$ cat config.mk
export PLATFORM = sky130hd
export DESIGN_NAME = gf180mcu_fd_sc_mcu9t5v0__rrarb3_func
export DESIGN_NICKNAME = d
export VERILOG_FILES = /design/src/rtl/gf180mcu_fd_sc_mcu9t5v0__rrarb3_pkg.sv /design/src/rtl/gf180mcu_fd_sc_mcu9t5v0__rrarb3_if.sv /design/src/rtl/gf180mcu_fd_sc_mcu9t5v0__rrarb3_func.sv /design/src/rtl/gf180mcu_fd_sc_mcu9t5v0__rrarb3_pick.sv /design/src/rtl/gf180mcu_fd_sc_mcu9t5v0__rrarb3.sv
export SDC_FILE = /design/constraint.sdc
export NUM_CORES = 1
export LEC_CHECK = 0
export ABC_CLOCK_PERIOD_IN_PS = 4600
export CAP_MARGIN = 20
export CORE_MARGIN = 3
export CORE_UTILIZATION = 49
export DETAILED_ROUTE_END_ITERATION = 6
export PLACE_DENSITY = 0.74
export SLEW_MARGIN = 20
export SYNTH_ARGS = -nofsm -noshare
export SYNTH_HDL_FRONTEND = slang
export SYNTH_SLANG_ARGS = --single-unit
$ cat constraint.sdc
create_clock -name CLK -period 4.6 [get_ports CLK]
set_input_delay 0.69 -clock CLK [delete_from_list [all_inputs] [get_ports CLK]]
set_output_delay 0.69 -clock CLK [all_outputs]
set_load 0.1 [all_outputs]
$ cat src/rtl/gf180mcu_fd_sc_mcu9t5v0__rrarb3_pkg.sv
// Shared types and constants for the rrarb3 round-robin arbiter cell model.
// The optional GF180MCU_FD_SC_RRARB_TIMEOUT_EN build adds a grant hold limit.
package gf180mcu_fd_sc_rrarb_pkg;

  typedef enum logic {
    IDLE  = 1'b0,
    GRANT = 1'b1
  } state_e;

  localparam int N_REQ_DEF    = 3;
  localparam int HOLD_MAX_DEF = 15;

  // A single requester still needs a 1-bit pointer register.
  function automatic int ptr_w(input int n);
    return (n <= 1) ? 1 : $clog2(n);
  endfunction

endpackage

$ cat src/rtl/gf180mcu_fd_sc_mcu9t5v0__rrarb3_if.sv
// Request/grant bundle between requesters (master) and the arbiter (slave).
// Timeout build option GF180MCU_FD_SC_RRARB_TIMEOUT_EN does not change this bundle.
interface gf180mcu_fd_sc_mcu9t5v0__rrarb3_if #(
  parameter int N_REQ = 3
);
  logic [N_REQ-1:0] REQ;
  logic             DONE;
  logic [N_REQ-1:0] GNT;
  logic             BUSY;

  modport master (output REQ, DONE, input  GNT, BUSY);
  modport slave  (input  REQ, DONE, output GNT, BUSY);
endinterface

$ cat src/rtl/gf180mcu_fd_sc_mcu9t5v0__rrarb3_func.sv
// Flat-port functional wrapper matching the cell library delivery format.
// Honours GF180MCU_FD_SC_RRARB_TIMEOUT_EN through the wrapped arbiter.
module gf180mcu_fd_sc_mcu9t5v0__rrarb3_func
  import gf180mcu_fd_sc_rrarb_pkg::*;
#(
  parameter int N_REQ    = N_REQ_DEF,
  parameter int HOLD_MAX = HOLD_MAX_DEF
) (
  input  logic             CLK,
  input  logic             RN,
  input  logic [N_REQ-1:0] REQ,
  input  logic             DONE,
  output logic [N_REQ-1:0] GNT,
  output logic             BUSY
);

  gf180mcu_fd_sc_mcu9t5v0__rrarb3_if #(.N_REQ(N_REQ)) u_bus ();

  assign u_bus.REQ  = REQ;
  assign u_bus.DONE = DONE;
  assign GNT        = u_bus.GNT;
  assign BUSY       = u_bus.BUSY;

  gf180mcu_fd_sc_mcu9t5v0__rrarb3 #(.N_REQ(N_REQ), .HOLD_MAX(HOLD_MAX)) u_arb (
    .CLK (CLK),
    .RN  (RN),
    .bus (u_bus)
  );

endmodule

$ cat src/rtl/gf180mcu_fd_sc_mcu9t5v0__rrarb3_pick.sv
// Combinational rotate-priority picker: first set request at or after ptr, wrapping.
// Identical in both GF180MCU_FD_SC_RRARB_TIMEOUT_EN builds.
module gf180mcu_fd_sc_mcu9t5v0__rrarb3_pick
  import gf180mcu_fd_sc_rrarb_pkg::*;
#(
  parameter int N_REQ = N_REQ_DEF,
  parameter int PW    = ptr_w(N_REQ)
) (
  input  logic [N_REQ-1:0] i_req,
  input  logic [PW-1:0]    i_ptr,
  output logic [N_REQ-1:0] o_sel,
  output logic [PW-1:0]    o_idx,
  output logic             o_any
);

  logic w_found;

  always_comb begin
    o_sel   = '0;
    o_idx   = '0;
    o_any   = |i_req;
    w_found = 1'b0;
    // Modulo wrap also tolerates an out-of-range pointer value.
    for (int k = 0; k < N_REQ; k++) begin
      if (!w_found && i_req[(int'(i_ptr) + k) % N_REQ]) begin
        w_found = 1'b1;
        o_sel[(int'(i_ptr) + k) % N_REQ] = 1'b1;
        o_idx = PW'((int'(i_ptr) + k) % N_REQ);
      end
    end
  end

endmodule

$ cat src/rtl/gf180mcu_fd_sc_mcu9t5v0__rrarb3.sv
// Round-robin arbiter: registered one-hot grant held until DONE/abandon, one dead cycle between grants.
// Define GF180MCU_FD_SC_RRARB_TIMEOUT_EN to force release after HOLD_MAX grant cycles.
module gf180mcu_fd_sc_mcu9t5v0__rrarb3
  import gf180mcu_fd_sc_rrarb_pkg::*;
#(
  parameter int N_REQ    = N_REQ_DEF,
  parameter int HOLD_MAX = HOLD_MAX_DEF
) (
  input  logic CLK,
  input  logic RN,
  gf180mcu_fd_sc_mcu9t5v0__rrarb3_if.slave bus
);

  localparam int PW = ptr_w(N_REQ);

  state_e           r_state, w_state_nxt;
  logic [PW-1:0]    r_ptr,   w_ptr_nxt;
  logic [N_REQ-1:0] r_gnt,   w_gnt_nxt;
  logic             r_busy,  w_busy_nxt;

  logic [N_REQ-1:0] w_sel;
  logic [PW-1:0]    w_idx, w_idx_inc;
  logic             w_any, w_tmo, w_rel;

  gf180mcu_fd_sc_mcu9t5v0__rrarb3_pick #(.N_REQ(N_REQ), .PW(PW)) u_pick (
    .i_req (bus.REQ),
    .i_ptr (r_ptr),
    .o_sel (w_sel),
    .o_idx (w_idx),
    .o_any (w_any)
  );

  assign w_idx_inc = (w_idx == PW'(N_REQ - 1)) ? '0 : w_idx + PW'(1);

`ifdef GF180MCU_FD_SC_RRARB_TIMEOUT_EN
  localparam int HW = $clog2(HOLD_MAX + 1);
  logic [HW-1:0] r_hold, w_hold_nxt;

  assign w_tmo = (r_hold == HW'(HOLD_MAX - 1));

  // Zero on every IDLE cycle, so it is already clear on the entry edge.
  always_comb begin
    w_hold_nxt = '0;
    if (r_state == GRANT) w_hold_nxt = r_hold + HW'(1);
  end

  always_ff @(posedge CLK) begin
    if (!RN) r_hold <= '0;
    else     r_hold <= w_hold_nxt;
  end
`else
  // Untimed build: grants end only on DONE or abandon; HOLD_MAX has no effect.
  assign w_tmo = 1'b0 & (HOLD_MAX != 0);
`endif

  // Owner still requesting iff its REQ bit overlaps the held grant.
  assign w_rel = bus.DONE | ~|(bus.REQ & r_gnt) | w_tmo;

  always_comb begin
    w_state_nxt = r_state;
    w_ptr_nxt   = r_ptr;
    w_gnt_nxt   = r_gnt;
    w_busy_nxt  = r_busy;
    case (r_state)
      IDLE: begin
        if (w_any) begin
          w_state_nxt = GRANT;
          w_gnt_nxt   = w_sel;
          w_busy_nxt  = 1'b1;
          w_ptr_nxt   = w_idx_inc;
        end
      end
      GRANT: begin
        if (w_rel) begin
          w_state_nxt = IDLE;
          w_gnt_nxt   = '0;
          w_busy_nxt  = 1'b0;
        end
      end
      default: begin
        w_state_nxt = IDLE;
        w_gnt_nxt   = '0;
        w_busy_nxt  = 1'b0;
      end
    endcase
  end

  always_ff @(posedge CLK) begin
    if (!RN) begin
      r_state <= IDLE;
      r_ptr   <= '0;
      r_gnt   <= '0;
      r_busy  <= 1'b0;
    end else begin
      r_state <= w_state_nxt;
      r_ptr   <= w_ptr_nxt;
      r_gnt   <= w_gnt_nxt;
      r_busy  <= w_busy_nxt;
    end
  end

  assign bus.GNT  = r_gnt;
  assign bus.BUSY = r_busy;

endmodule

# == Word-level counts from Yosys, hierarchy flattened ==
# Cells that the tools add are included.
# totals
regBits,7
latch_bits,0
ramBits,0
rom_bits,0
n_memories,0
# op_classes
addsub,3
multipliers,0
n_div,3
order_cmp,6
n_eq_ne,3
shift,0
mux,33
bitwise_logic,5
reduce_logical,12
# op_table
op,count
$ge 32x1->1 const B,3
$lt 32x4->1 const B,3
$mod 32x3->32 const B,2
$mod 3x3->32 const B,1
$mux 1,15
$mux 3,5
$mux 2,4
$bmux 1 s2,3
$demux 1 s2,3
$or 3x3->3,2
$pmux 3 s2,1
$reduce_or 3->1,2
$logic_and 1x1->1,5
$ne 2x2->1 const B,2
$pmux 1 s2,2
$reduce_and 2->1,2
$add 2x1->3 const B,1
$add 2x2->3 const B,1
$and 3x3->3,1
$logic_not 1->1,3
$add 2x1->2 const B,1
$eq 2x2->1 const B,1
$not 1->1,1
$or 1x1->1,1

# == Depth between registers and ports, before layout ==
# logic_depth
depth_word,13
mapped_depth,8

# == Modules after synthesis ==
# A second synthesis with hierarchy kept.
# hier_totals
cells_unflattened,84
hier_area_um2,666.9
# modules_own_cells
module,n_inst,cells_per_inst,area_each_um2
gf180mcu_fd_sc_mcu9t5v0__rrarb3_pick,1,53,350.3
gf180mcu_fd_sc_mcu9t5v0__rrarb3,1,31,316.6

# == Worst setup path after synthesis ==
# OpenSTA, ideal clock, no wires.
# synth_path
kind,register to register
startpoint,register u_arb.r_gnt[0] (netlist: u_arb.bus.GNT[0])
endpoint,register u_arb.r_gnt[2] (netlist: u_arb.bus.GNT[2])
setup_time_ns,0.071
t_arrival_ns,1.699
t_required_ns,4.529
path_slack_ns,2.831
path_stages_with_launch,6
n_path_buf,0
synth_period_minus_slack_ns,1.769
cell_sequence,dfxtp_1 -> a222oi_1 -> nor2_1 -> a21o_1 -> a21oi_1 -> a21boi_1
# synth_between
elab_chain_len,6
# synth_lines
element,line,rtl
"start, declared",gf180mcu_fd_sc_mcu9t5v0__rrarb3.sv:18,"logic [N_REQ-1:0] r_gnt, w_gnt_nxt;"
"start signal, assigned",gf180mcu_fd_sc_mcu9t5v0__rrarb3.sv:97,r_gnt <= w_gnt_nxt;
$and 3x3->3,gf180mcu_fd_sc_mcu9t5v0__rrarb3.sv:57,assign w_rel = bus.DONE | ~|(bus.REQ & r_gnt) | w_tmo;
$reduce_or 3->1,gf180mcu_fd_sc_mcu9t5v0__rrarb3.sv:57,
$logic_not 1->1,gf180mcu_fd_sc_mcu9t5v0__rrarb3.sv:57,
$or 1x1->1,gf180mcu_fd_sc_mcu9t5v0__rrarb3.sv:57,
$ne 2x2->1 (no source line),--,
$reduce_and 2->1 (no source line),--,
# No other way between the ends.
# A chain may end at the register's enable or synchronous reset.

# == Worst setup path after layout ==
# layout_path
startpoint,register u_arb.r_gnt[2] (netlist: u_arb.bus.GNT[2])
endpoint,output port GNT[2]
# layout_rtl
element,line,rtl
"end, declared",gf180mcu_fd_sc_mcu9t5v0__rrarb3_func.sv:13,"output logic [N_REQ-1:0] GNT,"
# No word-level cell between the ends.

==> impl_metrics.env <==
export IMPL_status="finished, final reports clean"
export IMPL_drc_errors=0
export IMPL_critPathTopFamily="buffers and inverters"
export IMPL_yosysMostFrequentCell="dfxtp_1"
export IMPL_cp_arrival_ns=1.75
export IMPL_fin_area_sq_um=742.0
export IMPL_reg2reg_depth=7
export IMPL_path_buf_inv=1
export IMPL_synth_top_area_share_pct=21.66
export IMPL_cts_tree="done"
export IMPL_r2r_start="u_arb.r_ptr[0]"
export IMPL_path_clk_slew_ns=0.06
export IMPL_grt_max_degree=13
export IMPL_vdd_drop_max_uv=226.2
export IMPL_drive_gt1_share_pct=11.49
export IMPL_place_area_sq_um=715.7
export IMPL_core_area_sq_um=1171
export IMPL_seq_area_frac_synth_pct=21.66
export IMPL_hpwl_um=1038
export IMPL_dr_pass1_iters=4
export IMPL_p_switching_uw=143.4
export IMPL_synth_edf_count=0
export IMPL_hold_start="u_arb.bus.BUSY"
export IMPL_drv_slew=0
export IMPL_cp_start_kind="flip-flop"
export IMPL_p_leak_uw=0.0002747
export IMPL_multi_input_area_sq_um=449.2
export IMPL_synth_distinct_cells=41
export IMPL_p_sw_share_pct=46.51
export IMPL_min_delay_path_depth=2
export IMPL_fin_cells=101
export IMPL_slew_headroom_pct=35.66
export IMPL_hold_ws_ns=0.4792
export IMPL_grt_ovfl_total=0
export IMPL_setup_viol=0
export IMPL_yosys_register_bits=7
export IMPL_path_cells="clkdlybuf4s50_1"
export IMPL_start_util_pct=55.24
export IMPL_syn_area_sq_um=646.9
export IMPL_setup_tns_ns=0
export IMPL_finalNetCount=98
export IMPL_numCtsBuffers=3
export IMPL_grt_antenna_before_repair=0
export IMPL_postCtsHoldBufs=0
export IMPL_period_share_pct=53.15
export IMPL_r2r_slack_ns=2.69
export IMPL_grt_use_total_pct=17.13
export IMPL_async_flop_share_pct=0
export IMPL_rsz0062_at_grt="false"
export IMPL_utilization_pct=63.35
export IMPL_synth_area_leaders="dfxtp_1 (22%), ha_1 (7.7%), o21ai_0 (3.9%)"
export IMPL_fillers=108
export IMPL_clockBufferDepth=2
export IMPL_grt_pass1_vias=544
export IMPL_worst_setup_path_end_kind="primary output"
export IMPL_rows=12
export IMPL_worst_path_max_delay_cell="clkdlybuf4s50_1"
export IMPL_antenna_left=0
export IMPL_reg2reg_to="u_arb.r_ptr[1]"
export IMPL_syn_avg_cell_area_sq_um=8.086
export IMPL_dp_cells=97
export IMPL_synth_largest_area_cell="dfxtp_1"
export IMPL_path_depth=1
export IMPL_diodes=0
export IMPL_drtIter0Drc=32
export IMPL_routed_wl_um=1467
export IMPL_htreeDepth=1
export IMPL_wl_per_cell_um=14.52
export IMPL_max_freq_mhz=409.0
export IMPL_syn_nets=90
export IMPL_root_buffer="clkbuf_4"
export IMPL_crit_fanout=3
export IMPL_tightest_slew_ns=0.9620
export IMPL_crit_type="reg2out"
export IMPL_cap_violations=0
export IMPL_clock_power_share_pct=19.1
export IMPL_hold_viol=0
export IMPL_cp_required_ns=3.91
export IMPL_synth_warnings=0
export IMPL_vias_per_cell=6.455
export IMPL_area_delta_synth_final_pct=14.70
export IMPL_synth_cells=80
export IMPL_fin_worst_skew_ns=0.005305
export IMPL_numPortBuffers=9
export IMPL_vias=652
export IMPL_die_area_sq_um=1792
export IMPL_io_pins=10
export IMPL_clock_sinks=7
export IMPL_synth_flop_cell="dfxtp_1"
export IMPL_powerDensity_nw_per_um2=415.5
export IMPL_pwr_share_seq_pct=25.5
export IMPL_synth_common_cells="dfxtp_1 (7), nand2_1 (5), nor2_1 (5), o21ai_0 (5)"
export IMPL_die_h_um=42.34
export IMPL_seqCellArea_sq_um=140.1
export IMPL_cts_resized_gates=0
export IMPL_post_cts_buffers=0
export IMPL_fp_dieW_um=42.34
export IMPL_power_frac_comb_pct=55.5
export IMPL_cpPeakStageDelay_ns=1.14
export IMPL_p_int_uw=164.9
export IMPL_clk_latency_ns=0.25
export IMPL_gp_congestion=0.7826
export IMPL_grt_pass1_wl_um=2408
export IMPL_layout_min_cycle_time_ns=2.445
export IMPL_holdPathEnd="u_arb.bus.BUSY"
export IMPL_hold_path_class="reg2reg"
## layout by cell type, fill, tap and decap left out, types with 2 or more instances in the layout
| cell | count |
|---|---|
| nor2b_1 | 2 |
| a32oi_1 | 2 |
| inv_1 | 4 |
| clkbuf_4 | 3 |
| clkdlybuf4s50_1 | 9 |
| a21boi_1 | 2 |
| nand2_1 | 5 |
| nor3_1 | 2 |
| nand3_1 | 3 |
| o211ai_1 | 2 |
| nor2_1 | 5 |
| a21oi_1 | 4 |
| nand3b_1 | 2 |
| dfxtp_1 | 7 |
| ha_1 | 4 |
| o21ai_0 | 5 |
| mux2i_1 | 2 |
## area by class of cell
cell class	instances	area share (%)
Inverter	5	2.530
Tap cell	14	2.361
Multi-Input combinational cell	62	60.54
Clock buffer	4	3.541
Sequential cell	7	18.89
Timing Repair Buffer	9	12.14
## routing by layer
metal | GRT usage (%) | up-vias | part of all wire, %
li1 | - | 316 | -
met5 | 0 | - | 0
met3 | 3.004 | 4 | 6.3
met2 | 26.44 | 28 | 46
met4 | 9.317 | 0 | 2.0
met1 | 22.25 | 304 | 45
## flip-flops by register name (all words and copies together) (netlist names)
signal / cells
u_arb.r_ptr: 2
u_arb.r_state: 1
u_arb.bus.BUSY: 1
u_arb.bus.GNT: 3
## cell families (layout without fill, tap and decap cells)
logic type	count (synthesis)	count (layout)	share of synthesized area (%)
simple gates	25	25	22.24
mux	4	4	6.576
compound gates	29	29	32.88
buf+inv	11	18	8.897
flops	7	7	21.66
fa+ha+maj	4	4	7.737
## worst max path at each step
stage	start	slack [ns]	end
after floorplan	u_arb.bus.GNT[0]	2.83	u_arb.bus.GNT[2]
after global placement	REQ[0]	2.23	u_arb.bus.GNT[1]
after detailed placement	REQ[0]	2.24	u_arb.bus.GNT[1]
after CTS	u_arb.bus.GNT[1]	2.15	GNT[1]
after global routing	u_arb.bus.GNT[2]	2.10	GNT[2]
final	u_arb.bus.GNT[2]	2.16	GNT[2]
## power by group through the flow
stage                     logic [uW]  registers (uW)  clock network (uW)
after floorplan                  103             116                   0
after global placement           168            79.4                   0
after detailed placement         167            80.1                   0
after CTS                        169            78.6                60.2
after global routing             184            80.1                63.2
final                            171            78.5                58.8
## stage by stage
step | power [uW] | setup slack, ns
floorplan | 218.6 | 2.831
global placement | 247.2 | 2.231
detailed placement | 247.4 | 2.240
CTS | 307.4 | 2.149
global route | 327.3 | 2.104
finish | 308.3 | 2.155
Note: power is estimated with default switching activity, not from simulation.
